File: config.mk
export PLATFORM = sky130hd
export DESIGN_NAME = lsu_bus_ctrl
export DESIGN_NICKNAME = d
export VERILOG_FILES = /design/src/rtl/lsu_pkg.sv /design/src/rtl/lsu_load_align.sv /design/src/rtl/lsu_bus_ctrl.sv
export SDC_FILE = /design/constraint.sdc
export NUM_CORES = 1
export LEC_CHECK = 0
export CAP_MARGIN = 10
export CELL_PAD_IN_SITES_DETAIL_PLACEMENT = 1
export CELL_PAD_IN_SITES_GLOBAL_PLACEMENT = 2
export CORE_MARGIN = 2
export CORE_UTILIZATION = 26
export DETAILED_ROUTE_END_ITERATION = 10
export PLACE_DENSITY_LB_ADDON = 0.1
export SLEW_MARGIN = 5
export SYNTH_ARGS = -nofsm -noshare
export SYNTH_HDL_FRONTEND = slang
export SYNTH_SLANG_ARGS = --single-unit
File: constraint.sdc
create_clock -name clk -period 3.6 [get_ports clk]
set_input_delay 0.54 -clock clk [delete_from_list [all_inputs] [get_ports clk]]
set_output_delay 0.54 -clock clk [all_outputs]
set_load 0.01 [all_outputs]
File: src/rtl/lsu_pkg.sv
// Purpose: shared types, RISC-V funct3 encodings and byte-strobe helper for the LSU.
// Latency: n/a (types and combinational function only).
// Backpressure: n/a.
package lsu_pkg;

  typedef enum logic [1:0] {
    IDLE = 2'd0,
    BUS  = 2'd1,
    RESP = 2'd2
  } lsu_state_e;

  typedef enum logic [1:0] {
    FC_NONE     = 2'd0,
    FC_MISALIGN = 2'd1,
    FC_UNMAPPED = 2'd2,
    FC_TIMEOUT  = 2'd3
  } fault_cause_e;

  // Loads
  localparam logic [2:0] LB  = 3'b000;
  localparam logic [2:0] LH  = 3'b001;
  localparam logic [2:0] LW  = 3'b010;
  localparam logic [2:0] LD  = 3'b011;
  localparam logic [2:0] LBU = 3'b100;
  localparam logic [2:0] LHU = 3'b101;
  localparam logic [2:0] LWU = 3'b110;
  // Stores
  localparam logic [2:0] SB  = 3'b000;
  localparam logic [2:0] SH  = 3'b001;
  localparam logic [2:0] SW  = 3'b010;
  localparam logic [2:0] SD  = 3'b011;

  // Byte strobes for a 2^size_log2 byte access at byte offset 'offset' of a
  // lane of up to 8 bytes; callers keep only the low DATA_WIDTH/8 bits.
  function automatic logic [7:0] gen_wstrb(input logic [1:0] size_log2,
                                           input logic [2:0] offset);
    logic [7:0] base;
    case (size_log2)
      2'd0:    base = 8'h01;
      2'd1:    base = 8'h03;
      2'd2:    base = 8'h0F;
      default: base = 8'hFF;
    endcase
    return base << offset;
  endfunction

endpackage

File: src/rtl/lsu_load_align.sv
// Purpose: extract the addressed byte/half/word/double from a bus word and sign/zero extend it.
// Latency: combinational.
// Backpressure: none.
// Ports: raw_data (bus word), offset (byte offset in word), funct3 (size/sign), load_data (result).
module lsu_load_align
  import lsu_pkg::*;
#(
  parameter int DATA_WIDTH = 32
) (
  input  logic [DATA_WIDTH-1:0]            raw_data,
  input  logic [$clog2(DATA_WIDTH/8)-1:0]  offset,
  input  logic [2:0]                       funct3,
  output logic [DATA_WIDTH-1:0]            load_data
);

  logic [DATA_WIDTH-1:0] shifted;

  always_comb begin
    shifted   = raw_data >> {offset, 3'b000};
    load_data = shifted;
    case (funct3[1:0])
      LB[1:0]: begin
        if (funct3[2]) load_data = DATA_WIDTH'(shifted[7:0]);
        else           load_data = DATA_WIDTH'($signed(shifted[7:0]));
      end
      LH[1:0]: begin
        if (funct3[2]) load_data = DATA_WIDTH'(shifted[15:0]);
        else           load_data = DATA_WIDTH'($signed(shifted[15:0]));
      end
      LW[1:0]: begin
        if (funct3[2]) load_data = DATA_WIDTH'(shifted[31:0]);
        else           load_data = DATA_WIDTH'($signed(shifted[31:0]));
      end
      default: load_data = shifted;  // double: only reachable at 64-bit
    endcase
  end

endmodule

File: src/rtl/lsu_bus_ctrl.sv
// Purpose: memory-stage load/store unit; decodes NUM_SLAVES regions, req/ack bus, fault reporting.
// Latency: zero-wait access completes (rsp_valid) 2 cycles after acceptance; faults after 1 cycle.
// Backpressure: stall holds the pipeline while a request is accepted or the bus waits for s_ack.
// Ports: clk/reset; req_* from the memory stage; stall/rsp_*/fault* back to pipeline and csr;
//        s_* request/ack bus to the slaves (s_ack[i] and s_rdata[i*DATA_WIDTH +: DATA_WIDTH] per slave).
// Option: define LSU_TIMEOUT_EN to abort BUS after TIMEOUT_CYCLES without ack (fault cause 3).
module lsu_bus_ctrl
  import lsu_pkg::*;
#(
  parameter int DATA_WIDTH = 32,
  parameter int ADDR_WIDTH = 32,
  parameter int NUM_SLAVES = 2,
  // Region tables are listed slave 0 first, i.e. slave 0 occupies the top slice.
  parameter logic [NUM_SLAVES*ADDR_WIDTH-1:0] SLAVE_BASE = {32'h0000_0000, 32'h8000_0000},
  parameter logic [NUM_SLAVES*ADDR_WIDTH-1:0] SLAVE_MASK = {32'hFFFF_0000, 32'hFFFF_FF00},
  parameter int TIMEOUT_CYCLES = 255
) (
  input  logic                             clk,
  input  logic                             reset,
  input  logic                             req_valid,
  input  logic                             req_we,
  input  logic [2:0]                       req_funct3,
  input  logic [ADDR_WIDTH-1:0]            req_addr,
  input  logic [DATA_WIDTH-1:0]            req_wdata,
  output logic                             stall,
  output logic                             rsp_valid,
  output logic [DATA_WIDTH-1:0]            rsp_rdata,
  output logic                             fault,
  output logic [1:0]                       fault_cause,
  output logic [ADDR_WIDTH-1:0]            fault_addr,
  output logic                             s_req,
  output logic [NUM_SLAVES-1:0]            s_sel,
  output logic                             s_we,
  output logic [ADDR_WIDTH-1:0]            s_addr,
  output logic [DATA_WIDTH-1:0]            s_wdata,
  output logic [DATA_WIDTH/8-1:0]          s_wstrb,
  input  logic [NUM_SLAVES-1:0]            s_ack,
  input  logic [NUM_SLAVES*DATA_WIDTH-1:0] s_rdata
);

  localparam int NB    = DATA_WIDTH / 8;
  localparam int OFF_W = $clog2(NB);
  localparam int IDX_W = (NUM_SLAVES > 1) ? $clog2(NUM_SLAVES) : 1;

  lsu_state_e            state_q, state_d;
  logic                  s_req_q, s_req_d;
  logic [NUM_SLAVES-1:0] s_sel_q, s_sel_d;
  logic                  s_we_q, s_we_d;
  logic [ADDR_WIDTH-1:0] s_addr_q, s_addr_d;
  logic [DATA_WIDTH-1:0] s_wdata_q, s_wdata_d;
  logic [NB-1:0]         s_wstrb_q, s_wstrb_d;
  logic [IDX_W-1:0]      sel_idx_q, sel_idx_d;
  logic [2:0]            funct3_q, funct3_d;
  fault_cause_e          cause_q, cause_d;
  logic [ADDR_WIDTH-1:0] fault_addr_q, fault_addr_d;
  logic [DATA_WIDTH-1:0] rsp_rdata_q, rsp_rdata_d;

  // Request decode (only meaningful in IDLE).
  logic                  hit;
  logic [IDX_W-1:0]      hit_idx;
  logic [3:0]            size_b;
  logic                  misaligned;
  logic [DATA_WIDTH-1:0] wdata_rep;
  logic [7:0]            wstrb_full;
  int                    lane;

  always_comb begin
    hit     = 1'b0;
    hit_idx = '0;
    // Scan downwards so the lowest matching index is the one left standing.
    for (int i = NUM_SLAVES - 1; i >= 0; i--) begin
      if ((req_addr & SLAVE_MASK[(NUM_SLAVES-1-i)*ADDR_WIDTH +: ADDR_WIDTH]) ==
          SLAVE_BASE[(NUM_SLAVES-1-i)*ADDR_WIDTH +: ADDR_WIDTH]) begin
        hit     = 1'b1;
        hit_idx = IDX_W'(i);
      end
    end
    size_b     = 4'd1 << req_funct3[1:0];
    misaligned = (size_b > 4'(NB)) || ((req_addr[2:0] & 3'(size_b - 4'd1)) != 3'd0);
    // Each byte lane takes the store byte whose index matches it modulo the access size.
    wdata_rep  = '0;
    lane       = 0;
    for (int i = 0; i < NB; i++) begin
      lane = i & (int'(size_b) - 1);
      wdata_rep[i*8 +: 8] = req_wdata[lane*8 +: 8];
    end
    wstrb_full = gen_wstrb(req_funct3[1:0], 3'(req_addr[OFF_W-1:0]));
  end

  logic                  ack_sel;
  logic [DATA_WIDTH-1:0] load_data;

  assign ack_sel = s_ack[sel_idx_q];

  lsu_load_align #(.DATA_WIDTH(DATA_WIDTH)) u_align (
    .raw_data  (s_rdata[sel_idx_q*DATA_WIDTH +: DATA_WIDTH]),
    .offset    (s_addr_q[OFF_W-1:0]),
    .funct3    (funct3_q),
    .load_data (load_data)
  );

`ifdef LSU_TIMEOUT_EN
  localparam int CNT_W = $clog2(TIMEOUT_CYCLES + 1);
  logic [CNT_W-1:0] cnt_q, cnt_d;
  logic             timed_out;
  assign timed_out = (cnt_q + CNT_W'(1)) == CNT_W'(TIMEOUT_CYCLES);
`else
  logic unused_timeout;
  assign unused_timeout = (TIMEOUT_CYCLES != 0);
`endif

  always_comb begin
    state_d      = state_q;
    s_req_d      = s_req_q;
    s_sel_d      = s_sel_q;
    s_we_d       = s_we_q;
    s_addr_d     = s_addr_q;
    s_wdata_d    = s_wdata_q;
    s_wstrb_d    = s_wstrb_q;
    sel_idx_d    = sel_idx_q;
    funct3_d     = funct3_q;
    cause_d      = cause_q;
    fault_addr_d = fault_addr_q;
    rsp_rdata_d  = rsp_rdata_q;
`ifdef LSU_TIMEOUT_EN
    cnt_d        = cnt_q;
`endif
    case (state_q)
      IDLE: begin
        if (req_valid) begin
          rsp_rdata_d = '0;
          if (misaligned || !hit) begin
            state_d      = RESP;
            cause_d      = misaligned ? FC_MISALIGN : FC_UNMAPPED;
            fault_addr_d = req_addr;
          end else begin
            state_d   = BUS;
            cause_d   = FC_NONE;
            s_req_d   = 1'b1;
            s_sel_d   = NUM_SLAVES'(1) << hit_idx;
            s_we_d    = req_we;
            s_addr_d  = req_addr;
            s_wdata_d = wdata_rep;
            s_wstrb_d = wstrb_full[NB-1:0];
            sel_idx_d = hit_idx;
            funct3_d  = req_funct3;
`ifdef LSU_TIMEOUT_EN
            cnt_d     = '0;
`endif
          end
        end
      end
      BUS: begin
        if (ack_sel) begin
          state_d     = RESP;
          s_req_d     = 1'b0;
          s_sel_d     = '0;
          s_we_d      = 1'b0;
          s_wstrb_d   = '0;
          rsp_rdata_d = s_we_q ? '0 : load_data;
        end
`ifdef LSU_TIMEOUT_EN
        else if (timed_out) begin
          state_d      = RESP;
          s_req_d      = 1'b0;
          s_sel_d      = '0;
          s_we_d       = 1'b0;
          s_wstrb_d    = '0;
          cause_d      = FC_TIMEOUT;
          fault_addr_d = s_addr_q;
        end else begin
          cnt_d = cnt_q + CNT_W'(1);
        end
`endif
      end
      default: state_d = IDLE;  // RESP: any req_valid here belongs to the retiring instruction
    endcase
  end

  always_ff @(posedge clk) begin
    if (reset) begin
      state_q      <= IDLE;
      s_req_q      <= 1'b0;
      s_sel_q      <= '0;
      s_we_q       <= 1'b0;
      s_addr_q     <= '0;
      s_wdata_q    <= '0;
      s_wstrb_q    <= '0;
      sel_idx_q    <= '0;
      funct3_q     <= '0;
      cause_q      <= FC_NONE;
      fault_addr_q <= '0;
      rsp_rdata_q  <= '0;
`ifdef LSU_TIMEOUT_EN
      cnt_q        <= '0;
`endif
    end else begin
      state_q      <= state_d;
      s_req_q      <= s_req_d;
      s_sel_q      <= s_sel_d;
      s_we_q       <= s_we_d;
      s_addr_q     <= s_addr_d;
      s_wdata_q    <= s_wdata_d;
      s_wstrb_q    <= s_wstrb_d;
      sel_idx_q    <= sel_idx_d;
      funct3_q     <= funct3_d;
      cause_q      <= cause_d;
      fault_addr_q <= fault_addr_d;
      rsp_rdata_q  <= rsp_rdata_d;
`ifdef LSU_TIMEOUT_EN
      cnt_q        <= cnt_d;
`endif
    end
  end

  assign stall       = ((state_q == IDLE) && req_valid) || (state_q == BUS);
  assign rsp_valid   = (state_q == RESP);
  assign fault       = rsp_valid && (cause_q != FC_NONE);
  assign fault_cause = rsp_valid ? cause_q : FC_NONE;
  assign fault_addr  = fault_addr_q;
  assign rsp_rdata   = rsp_rdata_q;
  assign s_req       = s_req_q;
  assign s_sel       = s_sel_q;
  assign s_we        = s_we_q;
  assign s_addr      = s_addr_q;
  assign s_wdata     = s_wdata_q;
  assign s_wstrb     = s_wstrb_q;

endmodule

# Yosys cells after proc, flatten, opt, wreduce, memory -nomap -nowiden
# Index checks and enable logic that the tools add are counted.
# word_totals
reg_bits,144
latchBits,0
ramBits,0
mem_bits_ro,0
inputBits,137
memories,0
# classes
add_sub_neg,2
mul,0
n_div,0
order_cmp,2
n_eq_ne,9
shifts,8
n_mux,35
bitwise_logic,2
reduce_logical,19
# ops
operator,n
$mux W32,5
$pmux W32 S2,2
$shiftx A32 B6 Y8,2
$shiftx A64 B7 Y32,1
$logic_not A32 Y1,1
$shiftx A32 B5 Y8,1
$shr A32 B5 Y32,1
$eq A24 B24 Y1 const B,1
$pmux W8 S3,1
$mux W2,9
$mux W4,3
$mux W1,10
$reduce_and A3 Y1,3
$pmux W2 S2,2
$pmux W4 S2,1
$shl A8 B2 Y4,1
$eq A2 B1 Y1 const B,3
$logic_not A2 Y1,3
$ne A2 B2 Y1 const B,3
$eq A2 B2 Y1 const B,2
$gt A4 B3 Y1 const B,1
$pmux W1 S2,2
$reduce_and A2 Y1,2
$reduce_and A4 Y1,1
12 further kinds,16

# Logic depth before layout (Yosys ltp)
# Gate-level depths: netlist of run 1.
# depth
word_depth,9
depth_mapped,8
ltp_nobuf,5

# Hierarchy
# Synthesis of run 1 repeated with hierarchy kept, for this count alone.
# unflattened
cells_unflattened,748
hier_area_um2,6603.8
# by_module_without_submodules
module,n_inst,cells_per_inst,area_each_um2,seq_area_each_um2
lsu_bus_ctrl,1,645,5835.6,2882.8
lsu_load_align,1,103,768.2,0.0

# Worst setup path after synthesis of run 1
# Ideal clock, no wire load.
# synth_timing
kind,input-to-reg
start,input req_addr[15]
end,"register s_wstrb_q[1], in the netlist s_wstrb[1]"
setup_time_ns,0.116
t_arrival_ns,2.334
setup_slack_ns,1.150
cell_stages,6
cell_sequence,or4b_4 -> o31a_1 -> o31a_1 -> or2_0 -> clkbuf_1 -> a31o_1
# synth_between
elab_chain_len,7
# synth_rtl
item,line_no,rtl
"start, declared",lsu_bus_ctrl.sv:23,"input logic [ADDR_WIDTH-1:0] req_addr,"
$eq A24 B24 Y1,lsu_bus_ctrl.sv:72,if ((req_addr & SLAVE_MASK[(NUM_SLAVES-1-i)*ADDR_WIDTH +: ADDR_WIDTH]) ==
$mux W1 (2 in series),lsu_bus_ctrl.sv:72,
$logic_not A1 Y1,lsu_bus_ctrl.sv:132,if (misaligned || !hit) begin
$logic_or A1 B1 Y1,lsu_bus_ctrl.sv:132,
$ne A2 B2 Y1 (no line),n/a,
$reduce_and A4 Y1 (no line),n/a,
"end signal, assigned",lsu_bus_ctrl.sv:204,s_wstrb_q <= s_wstrb_d;
"end, declared",lsu_bus_ctrl.sv:51,"logic [NB-1:0] s_wstrb_q, s_wstrb_d;"
# Every way passes these cells.
# A chain may end at the register's enable or synchronous reset.

# Worst setup path after layout of run 1
# layout_timing
start,input req_addr[31]
end,"register s_wstrb_q[2], in the netlist s_wstrb[2]"
# layout_between
elab_chain_len,7
# layout_rtl
item,line_no
$eq A24 B24 Y1,lsu_bus_ctrl.sv:72
$mux W1,lsu_bus_ctrl.sv:72
$mux W1 *,lsu_bus_ctrl.sv:72
$logic_not A1 Y1 *,lsu_bus_ctrl.sv:132
$logic_or A1 B1 Y1 *,lsu_bus_ctrl.sv:132
$ne A2 B2 Y1 (no line) *,n/a
$reduce_and A4 Y1 (no line) *,n/a
# Every way passes the cells marked *; elsewhere a longest branch is shown, timed or not.

==> results of run 1 <==
metal layers:
layer | track usage [%] | part of all wire (%) | vias to the layer above
met1 | 23.9 | 45 | 3103
li1 | - | - | 3033
met5 | 0 | 0 | -
met4 | 4.50 | 1.0 | 0
met2 | 31.2 | 47 | 175
met3 | 5.89 | 6.8 | 16
registers in the layout (all words and copies together) (netlist names), 2 cells and up:
name and flops:
fault_addr 32, funct3_q 3, s_wdata 32, s_sel 2, state_q 2, s_addr 32
s_wstrb 4, rsp_rdata 32, cause_q 2
final timing paths:
kind	startpoint	endpoint	slack, ps	depth (start not counted)
worst min register to register	cause_q[1]	cause_q[1]	450	2
worst min-delay path	cause_q[1]	cause_q[1]	450	2
worst max-delay path	req_addr[31]	s_wstrb[2]	780	6
worst max register to register	s_addr[1]	rsp_rdata[31]	860	5
cell type report:
type                            instances  area [um^2]
Fill cell                            2735        14100
Multi-Input combinational cell        501         3240
Timing Repair Buffer                  292         2900
Sequential cell                       144         2880
Clock buffer                           18          439
Tap cell                              324          405
Clock inverter                         13          188
Inverter                               10         37.5
cell families (layout without fill, tap and decap cells):
group,count (synthesis),in the layout,share of synthesized area [%]
buf+inv,68,333,4.38
compound gates,172,172,16.8
flops,144,144,45.2
simple gates,261,261,17.8
mux,68,68,15.8
worst reg2reg max path, cell delays in order (launching register included):
cell,delay [ps]
sky130_fd_sc_hd__dfxtp_1,650
sky130_fd_sc_hd__mux4_2,570
sky130_fd_sc_hd__mux2i_1,320
sky130_fd_sc_hd__or3_1,400
sky130_fd_sc_hd__o31ai_2,330
sky130_fd_sc_hd__a221o_1,360
cells in the final DEF (no fill, tap or decap), types with 4 or more instances in the layout:
cell                              Yosys  routed
sky130_fd_sc_hd__nor2_1              41      41
sky130_fd_sc_hd__bufinv_16            0       4
sky130_fd_sc_hd__mux2_2               9       9
sky130_fd_sc_hd__nand2_1            170     170
sky130_fd_sc_hd__mux2i_1             34      34
sky130_fd_sc_hd__buf_4                1      15
sky130_fd_sc_hd__a31o_1               4       4
sky130_fd_sc_hd__a22oi_1              7       7
sky130_fd_sc_hd__and3_1              15      15
sky130_fd_sc_hd__clkbuf_16            0      17
sky130_fd_sc_hd__o21ai_0             25      25
sky130_fd_sc_hd__clkdlybuf4s50_1      0     276
sky130_fd_sc_hd__a311oi_1             9       9
sky130_fd_sc_hd__o22ai_1              7       7
sky130_fd_sc_hd__mux4_2              25      25
sky130_fd_sc_hd__a211oi_1             8       8
sky130_fd_sc_hd__a221o_1             16      16
sky130_fd_sc_hd__a21oi_1             84      84
sky130_fd_sc_hd__dfxtp_1            144     143
sky130_fd_sc_hd__nor3_1               5       5
sky130_fd_sc_hd__inv_1               10      10
sky130_fd_sc_hd__and2_1               4       4
sky130_fd_sc_hd__nor4_1               5       5
through the flow:
stage / hold WS (ps) / utilization, % / setup WS [ps] / cell area (um^2) / total power, mW
3_3_place_gp: 442 / 39.1 / 539 / 9460 / 2.10
6_report: 455 / 41.7 / 778 / 10100 / 3.96
4_1_cts: 455 / 41.7 / 861 / 10100 / 4.01
2_1_floorplan: 427 / - / 1150 / 6370 / 1.83
3_5_place_dp: 446 / 39.1 / 490 / 9460 / 2.11
5_1_grt: 475 / 41.7 / 729 / 10100 / 4.11
where the power goes:
part	switching [mW]	internal (mW)	leakage (nW)	total [mW]
clock network	0.715	1.18	0.298	1.89
logic	0.198	0.241	2.08	0.439
registers	0.0146	1.62	1.17	1.63
total	0.928	3.04	3.55	3.96
==> results.txt, run 1 <==
* Final setup violation count: 0
- In the synthesized netlist the async set-or-reset flop fraction comes to 0%.
- In this run the static leakage power is 3.55 nW.
- Tightest Hold Check Type: flop to flop
* IR drop worst, VDD: ~240 uV
- Critical setup path kind: input port to flop
- Starting utilization of the core area: 26.4%
* Routability congestion estimate: 0.804
- For this run, the number of Yosys warnings is 0.
- Drc violations: 0
* Setup repair after global routing missed its margin: no
- From left edge to right edge, the die measures ~160 um.
- The number of global-route vias before repair was 6700.
- Yosys mapped a number of flops with a built-in enable equal to 0.
- The number of endpoints with negative hold slack in the final report is 0.
- After clock tree synthesis, the clock-pin slew on the worst setup and hold paths is 60 ps.
* Clock tree from TritonCTS: yes
* Clk Latency, worst-skew pair: about 420 ps
- The final number of max-transition violations was 0.
* Hold-fix buffers at CTS: 0
- STA puts the critical path data required time at 3960 ps.
- Core Rows: 57
- The die covers 25800 um^2.
- After synthesis the netlist holds a flip-flop and latch count of 144.
- Diodes inserted: 0
- Antenna violations before repair: 0
* PD cells: 393 nW/um^2
* Syn avg cell area: 8.94 um^2
* Area of the core: 24200 um^2
* CP delay by family, top: compound AO/OA/AOI/OAI gates
- The number of buffers and inverters on the critical path is 1.
- The critical path goes through clkdlybuf4s50_1 > or4b_4 > o31a_1 > o31a_1 > a2111oi_0 > a31o_1.
* Maximum capacitance violations: 0
- Number of different library cells in the post-synthesis netlist: 43
- Clock skew on the completed layout was measured at 10.9 ps.
- The tree is rooted in a sky130_fd_sc_hd__clkbuf_16.
- Worst relative slew slack: 23.7%
* Cells after synthesis: 713
- Global-route wire length before repair: 38200 um
* DRT antenna net count: 0
- Using the TritonRoute via totals, the vias-per-cell ratio works out to 4.86.
* DPL Wire Length: roughly 18000 um
- Max Root-Sink Buffers: 2
- Number of DRC violations after detailed-routing iteration 0: 249
- Routed vias: 6327
* Result of the run: finished clean
- During placement, the flow inserted port buffers numbering approximately 280.
- Clock Sinks: 144
- Netlist Area Pre-Place: between 6000 and 7000 um^2
- Overall die height: 161 um
- The number of nets handed over by synthesis was 850.
* Worst-Margin Slew: 1140 ps
- The slowest stage of the critical path is the sky130_fd_sc_hd__a2111oi_0 cell.
- The commonest cells after synthesis are sky130_fd_sc_hd__nand2_1, sky130_fd_sc_hd__dfxtp_1, sky130_fd_sc_hd__a21oi_1, sky130_fd_sc_hd__nor2_1, sky130_fd_sc_hd__clkbuf_1.
- WP data arrival: about 3200 ps
- The worst setup path is captured at a flop.
- On the worst path, the slowest cell contributes a delay of 600 ps.
- CP Max Fanout: 8
- Grt ovf: 0
* Total wirelength of the detailed-routed design: approximately 25000 um
- Placed instance count: 1271
- By area the synthesized netlist is led by sky130_fd_sc_hd__dfxtp_1, sky130_fd_sc_hd__nand2_1, sky130_fd_sc_hd__mux4_2, sky130_fd_sc_hd__a21oi_1, sky130_fd_sc_hd__mux2i_1.
* Post-CTS setup buffers: 0
- sky130_fd_sc_hd__dfxtp_1 takes more of the synthesized area than any other cell.
- Number of standard cells in the final layout excluding fillers: roughly 1300
- H-tree depth reported by CTS: 4
- Most instantiated flip-flop cell in the synthesis netlist: sky130_fd_sc_hd__dfxtp_1
- Crit path launch type: input port
- Ports: 278
* Clock period minus final worst setup slack: about 2800 ps
- Most common cell in the netlist: sky130_fd_sc_hd__nand2_1
* Worst path most repeated cell: sky130_fd_sc_hd__o31a_1
- Largest net degree at the start of global routing: 69
- Sequential elements use 45.2% of the synthesized area.
- In this run, post-CTS repair resized a total of 0 instances.
* Area Overhead vs Synth: 58.3%
- Of the cells placed in the final design, the portion with a size suffix greater than 1 is 9.20%.
* Top achievable clock speed: around 350 MHz
- Before antenna repair, the detailed router went through 4 iterations.
- TritonCTS Buffers: 17
* Portion of synthesized cell area occupied by the leading cell type: 45.2%
- All-layer global routing usage: 18.8%
- In the final design database the tool counted approximately 1100 nets.
* Final worst path period share: 78.4%
* Total negative slack for setup checks: 0 ps
- Average wire length per cell after detail routing: 18.8 um
Note: power is estimated with default switching activity, not from simulation.
==> run 2, diff against run 1 <==
--- a/config.mk
+++ b/config.mk
@@ -9,7 +9,7 @@
 export CELL_PAD_IN_SITES_DETAIL_PLACEMENT = 1
 export CELL_PAD_IN_SITES_GLOBAL_PLACEMENT = 2
 export CORE_MARGIN = 2
-export CORE_UTILIZATION = 26
+export CORE_UTILIZATION = 21
 export DETAILED_ROUTE_END_ITERATION = 10
 export PLACE_DENSITY_LB_ADDON = 0.1
 export SLEW_MARGIN = 5
==> constraint.sdc (replaced) <==
create_clock -name clk -period 2.5 [get_ports clk]
set_input_delay 0.375 -clock clk [delete_from_list [all_inputs] [get_ports clk]]
set_output_delay 0.375 -clock clk [all_outputs]
set_load 0.01 [all_outputs]
==> results.txt, run 2 (same netlist as run 1, synthesis figures left out) <==
* Maximum clock skew at final layout: 9.11 ps (was 10.9 ps)
* Grt ovf: 0 (unchanged)
* Met3 routed WL: 2100 um (was 1680 um)
* Global-route wire length before repair: 38900 um (was 38200 um)
* Routability congestion estimate: 0.727 (was 0.804)
- Area of the core: 29800 um^2 (was 24200 um^2)
- All-layer global routing usage: 16.1% (was 18.8%)
* Hold violation total from the final report: 0 (unchanged)
- Clock transition at path regs: 60 ps (about the same)
* Internal power summed over all cells: 4.22 mW (was 3.04 mW)
- Setup repair after global routing missed its margin: no (unchanged)
- CTS resizes: 0 (unchanged)
- The remaining antenna violation count after routing was 0 (unchanged).
- Highest metal layer used by the detailed router: met5 (was met4)
- The routed design could run at a clock period as short as 2400 ps.
- Starting utilization of the core area: 21.4% (was 26.4%)
- The detailed-route wire length came to 25600 um (was 24500 um).
- The arrival time reported for the critical path endpoint was 2710 ps (was 3180 ps).
* Hold-fix buffers at CTS: 0 (unchanged)
- Number of slew-limit violations in the final report: 0 (unchanged)
* Post-route cell area: 10500 um^2 (was 10100 um^2)
- The clock tree from TritonCTS is yes (unchanged).
* Worst-Margin Slew: 679 ps (was 1140 ps)
* Layout cells sized above 1: 13.1% (was 9.20%)
* Endpoint class of the critical path: flop (unchanged)
* TritonCTS Buffers: 17 (unchanged)
- Required time reported for the critical path endpoint: 2800 ps (was 3960 ps)
- The hold slack was 232 ps (was 455 ps).
- Timing would allow up to 416 MHz.
- Result of the run: finished clean (unchanged)
* Most frequent standard cell in the layout excluding fill and tap cells: sky130_fd_sc_hd__clkdlybuf4s50_1 (unchanged)
- Length of the first detailed-routing pass in iterations: 7 (was 4)
- The start-to-end type of the worst setup path is input port to flop (unchanged).
- The pin count of the biggest net entering global routing came to 56 (was 69).
- Overall die height: 178 um (was 161 um)
* Crit path launch type: input port (unchanged)
- The area of the die was 31800 um^2 (was 25800 um^2).
* Placed instance count: 1376 (was 1271)
- The startpoint of the worst hold path is reset (was cause_q[1]).
- The minimum setup slack among reg-to-reg paths is 320 ps (was 860 ps).
- The largest vdd supply drop came to 334 uV (was 243 uV).
- The fraction of power spent switching nets is 25.6% (was 23.4%).
- The sequential power share was 41.4% (was 41.2%).
- Switching Power: 1.45 mW (was 928 uW)
- The setup TNS after final layout was 0 ps (unchanged).
* Cells on Worst Hold Path: 2 (unchanged)
- Clk Latency, worst-skew pair: 420 ps (about the same)
- Post-CTS setup buffers: 0 (unchanged)
* Number of standard cells in the final layout excluding fillers: 1410 (was 1302)
- Post-Route M1 WL: 11700 um (was 11000 um)
- Port buffer count: 277 (unchanged)
* Area after detailed placement: 9880 um^2 (was 9460 um^2)
- Hold worst-path end: rsp_rdata[4] (was cause_q[1])
- The static power due to leakage was 3.75 nW (was 3.55 nW).
* R2R cell count: 7 (was 5)
- The overall die width came to 178 um (was 161 um).
- The buffer levels on the longest clock path is 2 (unchanged).
* H-tree depth reported by CTS: 4 (unchanged)
* Drc violations: 0 (unchanged)
- Number of DRC violations after detailed-routing iteration 0: 210 (was 249)
* Worst relative slew slack: 54.6% (was 23.7%)
* RR Startpoint: s_addr[1] (unchanged)
- Ports: 278 (unchanged)
- Final worst path period share: a little over nine tenths
- Vias in the first global route: 6522 (was 6700)
* Clk root buf: sky130_fd_sc_hd__clkbuf_16 (unchanged)
- Length of routed met2 wiring: 11500 um (was 11600 um)
- The endpoint of the worst register-to-register path is rsp_rdata[18] (was rsp_rdata[31]).
* Average wire length per cell after detail routing: 18.1 um (was 18.8 um)
* Share of total power in combinational logic: 11.9% (was 11.1%)
- Routed vias: 6316 (was 6327)
* Part of the power in the clock network: 46.7% (was 47.7%)
- Area Overhead vs Synth: 64.7% (was 58.3%)
* Antenna violations before repair: 4 (was 0)
- The setup-violating endpoint count in the final report came to 0 (unchanged).
* PD cells: 541 nW/um^2 (was 393 nW/um^2)
- Tightest Hold Check Type: input port to flop (was flop to flop)
- The max-cap check violation count came to 0 (unchanged).
* CP Max Fanout: 6 (was 8)
* Total Nets Final: 1143 (was 1103)
- Commonest cells after routing, fill and taps aside: sky130_fd_sc_hd__clkdlybuf4s50_1, sky130_fd_sc_hd__nand2_1, sky130_fd_sc_hd__dfxtp_1 (unchanged).
- The HPWL reported at the end of detailed placement was 19000 um (was 18200 um).
- The number of clock sinks was 144 (unchanged).
- The detail-routed via count per cell came to 4.48 (was 4.86).
- The row count is 63 (was 57).
-- run 2: changes by cell type in the layout (fill, tap and decap cells not counted), moves of 2 or more --
cell                        change
sky130_fd_sc_hd__buf_4         +36
sky130_fd_sc_hd__buf_12         +4
sky130_fd_sc_hd__inv_8          +4
sky130_fd_sc_hd__clkinv_4       -3
sky130_fd_sc_hd__inv_6          +3
sky130_fd_sc_hd__bufinv_16      -2
sky130_fd_sc_hd__clkinv_2       -2
-- run 2: metrics by stage --
step	utilization (%)	worst slack, ps	total power [mW]
4_1_cts	35.2	72.8	5.79
3_5_place_dp	33.2	-344	3.09
5_1_grt	35.2	8.68	5.95
6_report	35.2	96.1	5.67
3_3_place_gp	33.2	-369	3.09
2_1_floorplan	-	215	2.63
-- run 2: per-layer routing --
| metal | global-route usage [%] | vias up |
|---|---|---|
| li1 | - | 3120 |
| met1 | 20.8 | 3014 |
| met2 | 25.4 | 164 |
| met3 | 6.29 | 14 |
| met4 | 3.35 | 4 |
| met5 | 0 | - |
-- run 2: final cells by class --
class	instances	area, um^2
antenna	1	2.50
clock buffer	18	429
clock inverter	14	170
fill	3418	19300
inverter	10	37.5
multi-input combinational	501	3240
sequential	144	2890
tap	390	488
timing repair buffer	332	3240
-- run 2: power by group through the flow --
stage,Combinational (mW),Clock (mW),Sequential (mW)
3_3_place_gp,0.686,0,2.40
6_report,0.677,2.65,2.35
4_1_cts,0.690,2.75,2.35
5_1_grt,0.737,2.86,2.35
2_1_floorplan,0.221,0,2.41
3_5_place_dp,0.686,0,2.40
-- run 2: worst max path at each step --
stage | from | endpoint | slack (ps) | cells past startpoint
2_1_floorplan | req_addr[15] | s_wstrb[1] | 220 | 6
3_3_place_gp | req_addr[15] | s_wstrb[2] | -370 | 6
3_5_place_dp | req_addr[15] | s_wstrb[2] | -340 | 6
4_1_cts | req_addr[15] | s_wstrb[2] | 70 | 6
5_1_grt | req_addr[15] | s_wdata[11] | 9 | 7
6_report | req_addr[15] | s_wstrb[1] | 100 | 6
-- run 2: critical path, cell delays in order --
cell and delay (ps):
sky130_fd_sc_hd__clkdlybuf4s50_1 420, sky130_fd_sc_hd__or4b_4 560, sky130_fd_sc_hd__o31a_1 360, sky130_fd_sc_hd__o31a_1 400
sky130_fd_sc_hd__or2_0 330, sky130_fd_sc_hd__a31o_1 260
==> run 3, diff against run 2 <==
--- a/config.mk
+++ b/config.mk
@@ -5,7 +5,7 @@
 export SDC_FILE = /design/constraint.sdc
 export NUM_CORES = 1
 export LEC_CHECK = 0
-export CAP_MARGIN = 10
+export CAP_MARGIN = 40
 export CELL_PAD_IN_SITES_DETAIL_PLACEMENT = 1
 export CELL_PAD_IN_SITES_GLOBAL_PLACEMENT = 2
 export CORE_MARGIN = 2
==> results.txt, run 3 (same netlist as run 1, synthesis figures left out) <==
- Met1 GRT Util: 20.9% (was 20.8%)
* CP Max Fanout: 6 (unchanged)
- Result of the run: finished clean (unchanged)
- Area of the core: 29800 um^2 (unchanged)
- Core Rows: 63 (unchanged)
* All-layer global routing usage: 16.2% (was 16.1%)
- Maximum capacitance violations: 0 (unchanged)
- Total Nets Final: 1145 (was 1143)
- The remaining antenna violation count after routing is 0 (unchanged).
- Fin util: 35.2% (about the same)
- The number of detailed-routing iterations run before antenna repair came to 4 (was 7).
- The buffer levels on the longest clock path was 2 (unchanged).
- Port buffer count: 277 (unchanged)
* Final worst path period share: 96.1% (was 96.2%)
- Global-route wire length before repair: 39100 um (was 38900 um)
- The placer's final routability congestion estimate came to 0.727 (unchanged).
* Critical setup path kind: input port to flop (unchanged)
* Commonest cells after routing, fill and taps aside: sky130_fd_sc_hd__clkdlybuf4s50_1, sky130_fd_sc_hd__nand2_1, sky130_fd_sc_hd__dfxtp_1 (unchanged)
- Largest net degree at the start of global routing: 56 (unchanged)
* Clock tree from TritonCTS: yes (unchanged)
- Layout cells sized above 1: 13.1% (about the same)
* Global-route met3 utilization: 6.61% (was 6.29%)
* Grt ovf: 0 (unchanged)
- Top achievable clock speed: 416 MHz (about the same)
- The most used routing layer is met2 (unchanged).
* Vias in the first global route: 6540 (was 6522)
* Routing usage on met2: 25.7% (was 25.4%)
- The number of buffers created by CTS is 17 (unchanged).
- The clock latency of the later-clocked register in the worst-skew pair is 430 ps (was 420 ps).
* Clock transition at path regs: 60 ps (about the same)
- IR drop worst, VDD: 335 uV (was 334 uV)
- Clk root buf: sky130_fd_sc_hd__clkbuf_16 (unchanged)
- Worst relative slew slack: 55.3% (was 54.6%)
* H-tree depth reported by CTS: 4 (unchanged)
- The post-place instance area was 9890 um^2 (was 9880 um^2).
- The via count of the routed design was 6352 (was 6316).
* Hold violation total from the final report: 0 (unchanged)
- Antenna violations before repair: 4 (unchanged)
* Final setup violation count: 0 (unchanged)
* PD cells: 532 nW/um^2 (was 541 nW/um^2)
* Setup repair after global routing missed its margin: no (unchanged)
* Drc violations: 0 (unchanged)
- The die height came to 178 um (unchanged).
- Hold-fix buffers at CTS: 0 (unchanged)
- The static power due to leakage came to 3.75 nW (about the same).
- The minimum setup slack among reg-to-reg paths is 300 ps (was 320 ps).
- The class of the worst hold path is input port to flop (unchanged).
- Area occupied by multi-input gates: 3240 um^2 (about the same)
* Endpoint class of the critical path: flop (unchanged)
- The register area came to 2890 um^2 (unchanged).
* Starting utilization of the core area: 21.4% (unchanged)
- The overall die width is 178 um (unchanged).
* Most frequent standard cell in the layout excluding fill and tap cells: sky130_fd_sc_hd__clkdlybuf4s50_1 (unchanged)
* Via density per instance: 4.50 (was 4.48)
* Worst-Margin Slew: 670 ps (was 679 ps)
- The area of the die was 31800 um^2 (unchanged).
- The arrival time reported for the critical path endpoint is 2710 ps (about the same).
* Total wirelength of the detailed-routed design: 26000 um (was 25600 um)
- The number of DRC markers in iteration 0 came to 186 (was 210).
- Crit path launch type: input port (unchanged)
* Post-route cell area: 10500 um^2 (about the same)
- The time the final worst path needs with I/O delays and setup was 2400 ps (about the same).
* FILL cells: 3411 (was 3418)
- The synthesis-to-finish area growth came to 64.6% (was 64.7%).
* Ports: 278 (unchanged)
* Maximum clock skew at final layout: 11.3 ps (was 9.11 ps)
- DPL Wire Length: 19000 um (unchanged)
- Average wire length per cell after detail routing: 18.4 um (was 18.1 um)
* Number of slew-limit violations in the final report: 0 (unchanged)
- The number of clock sinks was 144 (unchanged).
* Required time reported for the critical path endpoint: 2800 ps (about the same)
run 3: cell types whose count changed in the layout (fill, tap and decap cells not counted):
cell	before	now
sky130_fd_sc_hd__buf_12	5	4
sky130_fd_sc_hd__buf_4	51	52
sky130_fd_sc_hd__buf_6	0	1
sky130_fd_sc_hd__bufinv_16	2	1
sky130_fd_sc_hd__clkbuf_16	17	18
sky130_fd_sc_hd__clkinvlp_4	4	5
sky130_fd_sc_hd__inv_6	4	5
sky130_fd_sc_hd__inv_8	4	3
sky130_fd_sc_hd__nor2b_1	2	3
sky130_fd_sc_hd__nor2b_2	1	0
run 3: worst paths after layout:
kind | cells after the start | startpoint | endpoint
worst max-delay path | 6 | req_addr[15] | s_wstrb[1]
worst min-delay path | 2 | reset | rsp_rdata[4]
worst max register to register | 7 | s_addr[1] | rsp_rdata[28]
worst min register to register | 2 | fault_addr[16] | fault_addr[16]
run 3: power by group:
part	switching (mW)	internal (mW)	total, mW
logic	0.294	0.383	0.676
clock network	1.15	1.41	2.56
registers	0.0201	2.33	2.35
run 3: metrics by stage:
step / power, mW / setup WS [ps] / TNS (ps) / hold WS (ps) / std cells
after floorplan: 2.63 / 215 / 0 / 427 / 713
after global placement: 3.09 / -369 / -21330 / 437 / 1376
after detailed placement: 3.09 / -361 / -21590 / 448 / 1377
after CTS: 5.71 / 79.9 / 0 / 210 / 1409
after global routing: 5.86 / 27.4 / 0 / 228 / 1411
final: 5.58 / 96.4 / 0 / 231 / 1412
run 3: critical path, cell delays in order:
cell                              delay, ps
sky130_fd_sc_hd__clkdlybuf4s50_1        420
sky130_fd_sc_hd__or4b_4                 560
sky130_fd_sc_hd__o31a_1                 360
sky130_fd_sc_hd__o31a_1                 410
sky130_fd_sc_hd__or2_0                  330
sky130_fd_sc_hd__a31o_1                 260
run 3: metal layers:
layer / routed length, um / vias to the layer above / share of wire, %
li1: - / 3127 / -
met3: 2230 / 12 / 8.6
met2: 11700 / 178 / 45
met5: 25 / - / 0.096
met1: 11900 / 3031 / 46
met4: 126 / 4 / 0.48
run 3: what timing repair did:
item                                    4_1_cts  5_1_grt
endpoints found under the setup margin        0        7
buffers inserted                              0        1
gates resized for setup                       0        3
run 3: area by class of cell:
cell class | count | share of cell area (%)
Inverter | 10 | 0.358
Sequential cell | 144 | 27.5
Clock buffer | 18 | 4.09
Tap cell | 390 | 4.65
Timing Repair Buffer | 334 | 31.1
Clock inverter | 14 | 1.38
Antenna cell | 1 | 0.0239
Multi-Input combinational cell | 501 | 30.9
